<file path="src/rtl/wb_stage_if.sv">
// wb_stage_if: MEM-side inputs and register-file write port of the writeback stage
interface wb_stage_if #(
  parameter int XLEN      = 32,
  parameter int CNT_WIDTH = 64
);
  logic                 mem_valid;
  logic [4:0]           mem_rd;
  logic                 mem_reg_write;
  logic [1:0]           mem_wb_sel;
  logic [XLEN-1:0]      mem_alu_result;
  logic [XLEN-1:0]      mem_pc_plus4;
  logic [2:0]           mem_funct3;
  logic [XLEN-1:0]      mem_rdata;
  logic                 stall;
  logic                 flush;
  logic [4:0]           wb_rd;
  logic [XLEN-1:0]      wb_rd_din;
  logic                 wb_reg_write;
  logic                 wb_misalign;
  logic [CNT_WIDTH-1:0] instret;
  modport master (
    output mem_valid, mem_rd, mem_reg_write, mem_wb_sel, mem_alu_result,
           mem_pc_plus4, mem_funct3, mem_rdata, stall, flush,
    input  wb_rd, wb_rd_din, wb_reg_write, wb_misalign, instret
  );
  modport slave (
    input  mem_valid, mem_rd, mem_reg_write, mem_wb_sel, mem_alu_result,
           mem_pc_plus4, mem_funct3, mem_rdata, stall, flush,
    output wb_rd, wb_rd_din, wb_reg_write, wb_misalign, instret
  );
endinterface

</file>
<file path="src/rtl/wb_stage.sv">
// wb_stage: MEM/WB pipeline register, load alignment/extension and retired-instruction counter
module wb_stage #(
  parameter int XLEN      = 32,
  parameter int CNT_WIDTH = 64
) (
  input logic clk,
  input logic rst_n,
  wb_stage_if.slave bus
);
  localparam logic [CNT_WIDTH-1:0] CNT_ONE = {{(CNT_WIDTH-1){1'b0}}, 1'b1};
  logic                 valid_q;
  logic [4:0]           rd_q;
  logic                 regwrite_q;
  logic [1:0]           sel_q;
  logic [XLEN-1:0]      alu_q;
  logic [XLEN-1:0]      pc4_q;
  logic [2:0]           funct3_q;
  logic [XLEN-1:0]      rdata_q;
  logic [CNT_WIDTH-1:0] instret_q;
  logic [1:0]           off;
  logic [7:0]           ld_byte;
  logic [15:0]          ld_half;
  logic [XLEN-1:0]      load_data;
  logic                 misaligned;
  logic                 illegal;
  logic                 misalign;
  logic                 reg_write;
  // MEM/WB latch: flush beats stall; fields other than valid are left alone on flush
  always_ff @(posedge clk or negedge rst_n) begin
    if (!rst_n) begin
      valid_q    <= 1'b0;
      rd_q       <= '0;
      regwrite_q <= 1'b0;
      sel_q      <= '0;
      alu_q      <= '0;
      pc4_q      <= '0;
      funct3_q   <= '0;
      rdata_q    <= '0;
    end else if (bus.flush) begin
      valid_q <= 1'b0;
    end else if (!bus.stall) begin
      valid_q    <= bus.mem_valid;
      rd_q       <= bus.mem_rd;
      regwrite_q <= bus.mem_reg_write;
      sel_q      <= bus.mem_wb_sel;
      alu_q      <= bus.mem_alu_result;
      pc4_q      <= bus.mem_pc_plus4;
      funct3_q   <= bus.mem_funct3;
      rdata_q    <= bus.mem_rdata;
    end
  end
  // retired count advances only when a real instruction enters the latch
  always_ff @(posedge clk or negedge rst_n) begin
    if (!rst_n) instret_q <= '0;
    else if (!bus.flush && !bus.stall && bus.mem_valid) instret_q <= instret_q + CNT_ONE;
  end
  assign off     = alu_q[1:0];
  assign ld_byte = rdata_q[{off, 3'b000} +: 8];
  assign ld_half = off[1] ? rdata_q[16 +: 16] : rdata_q[0 +: 16];
  // extend the addressed byte/halfword and classify the load format
  always_comb begin
    load_data  = '0;
    misaligned = 1'b0;
    illegal    = 1'b0;
    case (funct3_q)
      3'b000: load_data = {{(XLEN-8){ld_byte[7]}}, ld_byte};
      3'b100: load_data = {{(XLEN-8){1'b0}}, ld_byte};
      3'b001: begin
        load_data  = {{(XLEN-16){ld_half[15]}}, ld_half};
        misaligned = off[0];
      end
      3'b101: begin
        load_data  = {{(XLEN-16){1'b0}}, ld_half};
        misaligned = off[0];
      end
      3'b010: begin
        load_data  = rdata_q;
        misaligned = off != 2'b00;
      end
      default: illegal = 1'b1;
    endcase
  end
  assign misalign         = valid_q && sel_q == 2'b01 && (misaligned || illegal);
  assign reg_write        = valid_q && regwrite_q && rd_q != 5'd0 && !misalign;
  assign bus.wb_misalign  = misalign;
  assign bus.wb_reg_write = reg_write;
  assign bus.wb_rd        = reg_write ? rd_q : 5'd0;
  assign bus.wb_rd_din    = sel_q == 2'b01 ? load_data : sel_q == 2'b10 ? pc4_q : alu_q;
  assign bus.instret      = instret_q;
endmodule

</file>
<file path="src/flat_wrapper.sv">
// flat-port wrapper written by rule: the top's interface ports become plain ports
module wb_stage_flat 
#(
  parameter int XLEN      = 32,
  parameter int CNT_WIDTH = 64
)
  (clk, rst_n, bus_mem_valid, bus_mem_rd, bus_mem_reg_write, bus_mem_wb_sel, bus_mem_alu_result, bus_mem_pc_plus4, bus_mem_funct3, bus_mem_rdata, bus_stall, bus_flush, bus_wb_rd, bus_wb_rd_din, bus_wb_reg_write, bus_wb_misalign, bus_instret);
  wb_stage_if #(.XLEN(XLEN), .CNT_WIDTH(CNT_WIDTH)) bus_i ();
  input logic clk;
  input logic rst_n;
  input wire logic [$bits(bus_i.mem_valid)-1:0] bus_mem_valid;
  input wire logic [$bits(bus_i.mem_rd)-1:0] bus_mem_rd;
  input wire logic [$bits(bus_i.mem_reg_write)-1:0] bus_mem_reg_write;
  input wire logic [$bits(bus_i.mem_wb_sel)-1:0] bus_mem_wb_sel;
  input wire logic [$bits(bus_i.mem_alu_result)-1:0] bus_mem_alu_result;
  input wire logic [$bits(bus_i.mem_pc_plus4)-1:0] bus_mem_pc_plus4;
  input wire logic [$bits(bus_i.mem_funct3)-1:0] bus_mem_funct3;
  input wire logic [$bits(bus_i.mem_rdata)-1:0] bus_mem_rdata;
  input wire logic [$bits(bus_i.stall)-1:0] bus_stall;
  input wire logic [$bits(bus_i.flush)-1:0] bus_flush;
  output wire logic [$bits(bus_i.wb_rd)-1:0] bus_wb_rd;
  output wire logic [$bits(bus_i.wb_rd_din)-1:0] bus_wb_rd_din;
  output wire logic [$bits(bus_i.wb_reg_write)-1:0] bus_wb_reg_write;
  output wire logic [$bits(bus_i.wb_misalign)-1:0] bus_wb_misalign;
  output wire logic [$bits(bus_i.instret)-1:0] bus_instret;
  assign bus_i.mem_valid = bus_mem_valid;
  assign bus_i.mem_rd = bus_mem_rd;
  assign bus_i.mem_reg_write = bus_mem_reg_write;
  assign bus_i.mem_wb_sel = bus_mem_wb_sel;
  assign bus_i.mem_alu_result = bus_mem_alu_result;
  assign bus_i.mem_pc_plus4 = bus_mem_pc_plus4;
  assign bus_i.mem_funct3 = bus_mem_funct3;
  assign bus_i.mem_rdata = bus_mem_rdata;
  assign bus_i.stall = bus_stall;
  assign bus_i.flush = bus_flush;
  assign bus_wb_rd = bus_i.wb_rd;
  assign bus_wb_rd_din = bus_i.wb_rd_din;
  assign bus_wb_reg_write = bus_i.wb_reg_write;
  assign bus_wb_misalign = bus_i.wb_misalign;
  assign bus_instret = bus_i.instret;
  wb_stage #(.XLEN(XLEN), .CNT_WIDTH(CNT_WIDTH)) u_core (.clk(clk), .rst_n(rst_n), .bus(bus_i));
endmodule
</file>
<file path="config.mk">
export PLATFORM = sky130hd
export DESIGN_NAME = wb_stage_flat
export DESIGN_NICKNAME = d
export VERILOG_FILES = /design/src/rtl/wb_stage_if.sv /design/src/rtl/wb_stage.sv /design/src/flat_wrapper.sv
export SDC_FILE = /design/constraint.sdc
export NUM_CORES = 1
export LEC_CHECK = 0
export ABC_CLOCK_PERIOD_IN_PS = 3500
export BUFFER_PORTS_ARGS = -buffer_cell sky130_fd_sc_hd__clkbuf_2
export CORE_ASPECT_RATIO = 1.75
export CORE_MARGIN = 5
export CORE_UTILIZATION = 51
export CTS_CLUSTER_DIAMETER = 60
export DETAILED_ROUTE_END_ITERATION = 7
export PLACE_DENSITY = 0.87
export SLEW_MARGIN = 10
export SYNTH_ARGS = -nofsm -noshare
export SYNTH_HDL_FRONTEND = slang
export SYNTH_SLANG_ARGS = --single-unit
</file>
<file path="constraint.sdc">
create_clock -name clk -period 3.5 [get_ports clk]
set_clock_uncertainty 0.1 [all_clocks]
set_input_delay 0.7 -clock clk [delete_from_list [all_inputs] [get_ports clk]]
set_output_delay 0.7 -clock clk [all_outputs]
set_load 0.03 [all_outputs]
</file>
==> impl_metrics.toml <==
[outcome]
outcome = "completed"

[cts]
clk_latency_ns = 0.42
ctsHoldBuffers = 0
cts.clk_slew.worst_paths_ns = 0.08
clkSinkCount = 172
cts_tree = "yes"
cts_made_buffers = 17
cts_max_path_buffers = 2
cts-htree-levels = 4
root_buffer = "clkbuf_16"

[layout]
nets = 1043
area_growth_pct = 23.9
layout-drive-gt1-share_pct = 40.2

[floorplan]
die_h_um = 179
initial_core_util_pct = 52.1
io_pins = 215
dieArea_um2 = 19000
rows = 61
core_area_um2 = 16000
die_w_um = 106

[sta]
period_share_pct = 95.0
maxSlewHeadroom_pct = 47.8
tightest_slew_ns = 0.778
hold_violations = 0
final.setup.tns_ns = 0
finalMaxSlewViolations = 0
grt_setup_unrepaired = "no"
fin_ws_ns = 0.175
setup_viol = 0
clock.fmax_mhz = 301
fin_crit_ns = 3.33

[worst_setup_path]
path_buf_inv = 1
slowest_stage = "or4_4"
critical-path-top-delay-family = "simple AND/OR/NAND/NOR gates"
worstRegToRegCells = 5
slowest_delay_ns = 0.73
crit_required_ns = 2.70
startpoint_type = "register"
path_class = "register to primary output"
worst-path-max-fanout = 16
cp.depth = 5
critPathArrivalTime_ns = 2.53
worstPathCellList = "nor2b_1 > o21ai_1 > or4_4 > nand2_1 > clkbuf_2"
crit_path_end_kind = "primary output"

[routing]
wirelength_mm = 22.7
drc = 0
ant_nets = 0
num_vias = 6640
routed_via_density = 5.86
wire_per_inst_um = 20.1
drtPass1Iterations = 5
drt_iter0_markers = 301

[synthesis]
synth_edf_count = 0
postSynth.asyncResetShare_pct = 100
syn_area_um2 = 8310
yosys_warnings = 0
synthCells = 720
synth_top_cells_by_area = "dfrtp_1 52%, mux2_2 15%, mux2i_1 5.1%, xnor2_1 3.6%, xor2_1 3.0%"
yosys_most_used_dff = "dfrtp_1"
syn_area_per_cell_um2 = 11.5
ys_ff_latch = 172
yosysTopAreaCellShare_pct = 51.8
ys_seq_area_share_pct = 51.8
synth_cell_types = 42
synthesis.nets = 833
synth_top_area_cell = "dfrtp_1"

[global_routing]
antenna_found_initial = 3
grt_max_degree = 65
grt_usage_pct = 24.4
grt_pass1_vias = 7128
grt_pass1_wl_mm = 36.5
grt_overflow_total = 0

[power]
leakagePower_uw = 0.00495
swShare_pct = 31.8
ir_drop_mv = 0.342
pwr-share-clk_pct = 35.0
p_sw_uw = 1810
combPwrFrac_pct = 23.1
power_density_nw_per_um2 = 554
pwr-share-seq_pct = 41.9
p_total_uw = 5700
p_int_uw = 3890

[placed_design]
port_buffers = 214
dpl.hpwl_mm = 17.2
post-place-ws_ns = 0.374
place.gp.congestion = 0.908

[run]
maxCapViolations = 0

[hold_path]
hold_path.class = "input pin to async pin"
==> Yosys cell counts, types with 12 or more instances <==
cell type  count
nor3_1        22
xor2_1        28
mux2i_1       42
xnor2_1       34
mux2_2       108
dfrtp_1      172
clkbuf_1      34
nor2_1        46
a21oi_1       18
a221oi_1      23
nand2_1       50
nand4_1       28
nand3_1       21
and3_1        12
==> through the flow <==
| step | hold WS [ns] | area (um^2) | util [%] | instances |
|---|---|---|---|---|
| floorplan | 0.304 | 8310 | - | 720 |
| global placement | 0.374 | 9660 | 60.5 | 1100 |
| detailed placement | 0.375 | 9660 | 60.5 | 1100 |
| CTS | 0.179 | 10300 | 64.5 | 1132 |
| global route | 0.193 | 10300 | 64.5 | 1133 |
| finish | 0.157 | 10300 | 64.5 | 1133 |
==> area by class of cell <==
type                    count  area [um^2]
well taps                 189          236
flip-flops and latches    172         4310
inverters                   6         22.5
fillers                  1236         5660
clock buffers              19          443
clock inverters            13          180
multi-input cells         503         3840
diodes                      1         2.50
repair buffers            230         1260
==> path summary, 6_finish.rpt <==
kind | start | endpoint | slack [ns]
max in group asynchronous | rst_n | u_core.rdata_q[20]$_DFFE_PN0P_ | 2.40
max reg2reg | u_core.bus.instret[8]$_DFFE_PN0P_ | u_core.bus.instret[31]$_DFFE_PN0P_ | 0.72
max | u_core.sel_q[1]$_DFFE_PN0P_ | bus_wb_rd_din[17] | 0.17
min | rst_n | u_core.bus.instret[13]$_DFFE_PN0P_ | 0.16
min in group clk | u_core.bus.instret[19]$_DFFE_PN0P_ | u_core.bus.instret[19]$_DFFE_PN0P_ | 0.38
min reg2reg | u_core.bus.instret[19]$_DFFE_PN0P_ | u_core.bus.instret[19]$_DFFE_PN0P_ | 0.38
==> registers in the layout, indices dropped and copies added, names as in the netlist, 2 cells and up <==
register	count
u_core.sel_q	2
u_core.funct3_q	3
u_core.rdata_q	32
u_core.rd_q	5
u_core.bus.instret	64
u_core.pc4_q	32
u_core.alu_q	32
==> per-layer routing <==
layer	wire length (um)	vias up	global-route usage [%]
li1	-	3048	-
met1	7970	3236	26.1
met2	12300	286	44.4
met3	1380	66	5.08
met4	1020	4	13.5
met5	25	-	0
==> power by group through the flow <==
stage	combinational, uW	clock, uW	sequential, uW
finish	1320	2000	2390
global route	1410	2110	2420
CTS	1320	2030	2390
detailed placement	1310	0	2430
global placement	1290	0	2410
floorplan	855	0	2410
==> cells by family (layout without fill, tap and decap cells) <==
kind of cell / Yosys count / count (layout) / synth area share (%)
adders and majority gates: 1 / 1 / 0.151
buffers and inverters: 45 / 268 / 2.14
other: 0 / 1 / 0
and+or+nand+nor: 216 / 216 / 13.2
xor gates and xnor gates: 63 / 63 / 6.73
muxes: 151 / 151 / 20.0
AOI/OAI and AO/OA: 72 / 72 / 5.95
DFF: 172 / 172 / 51.8
==> layout by cell type (no fill, tap or decap), types with 3 or more instances in the layout <==
master     instances
clkbuf_2         213
dfrtp_1          171
mux2_2           108
nand2_1           50
nor2_1            45
mux2i_1           42
xnor2_1           34
nand4_1           28
xor2_1            28
a221oi_1          23
nor3_1            22
nand3_1           21
a21oi_1           18
clkbuf_16         17
and3_1            12
and2_1            11
o21ai_0           11
buf_4             11
o22ai_1            7
o221ai_1           7
nor4_1             6
and4_1             5
inv_1              5
buf_12             5
or3_1              3
bufinv_16          3
inv_6              3
clkinv_4           3
==> timing repair <==
| action | in CTS | in global routing |
|---|---|---|
| setup endpoints to repair | 16 | 7 |
| gates resized for setup | 1 | 1 |
| buffers inserted | 0 | 0 |
No activity file was read; power rests on OpenSTA's default activity.
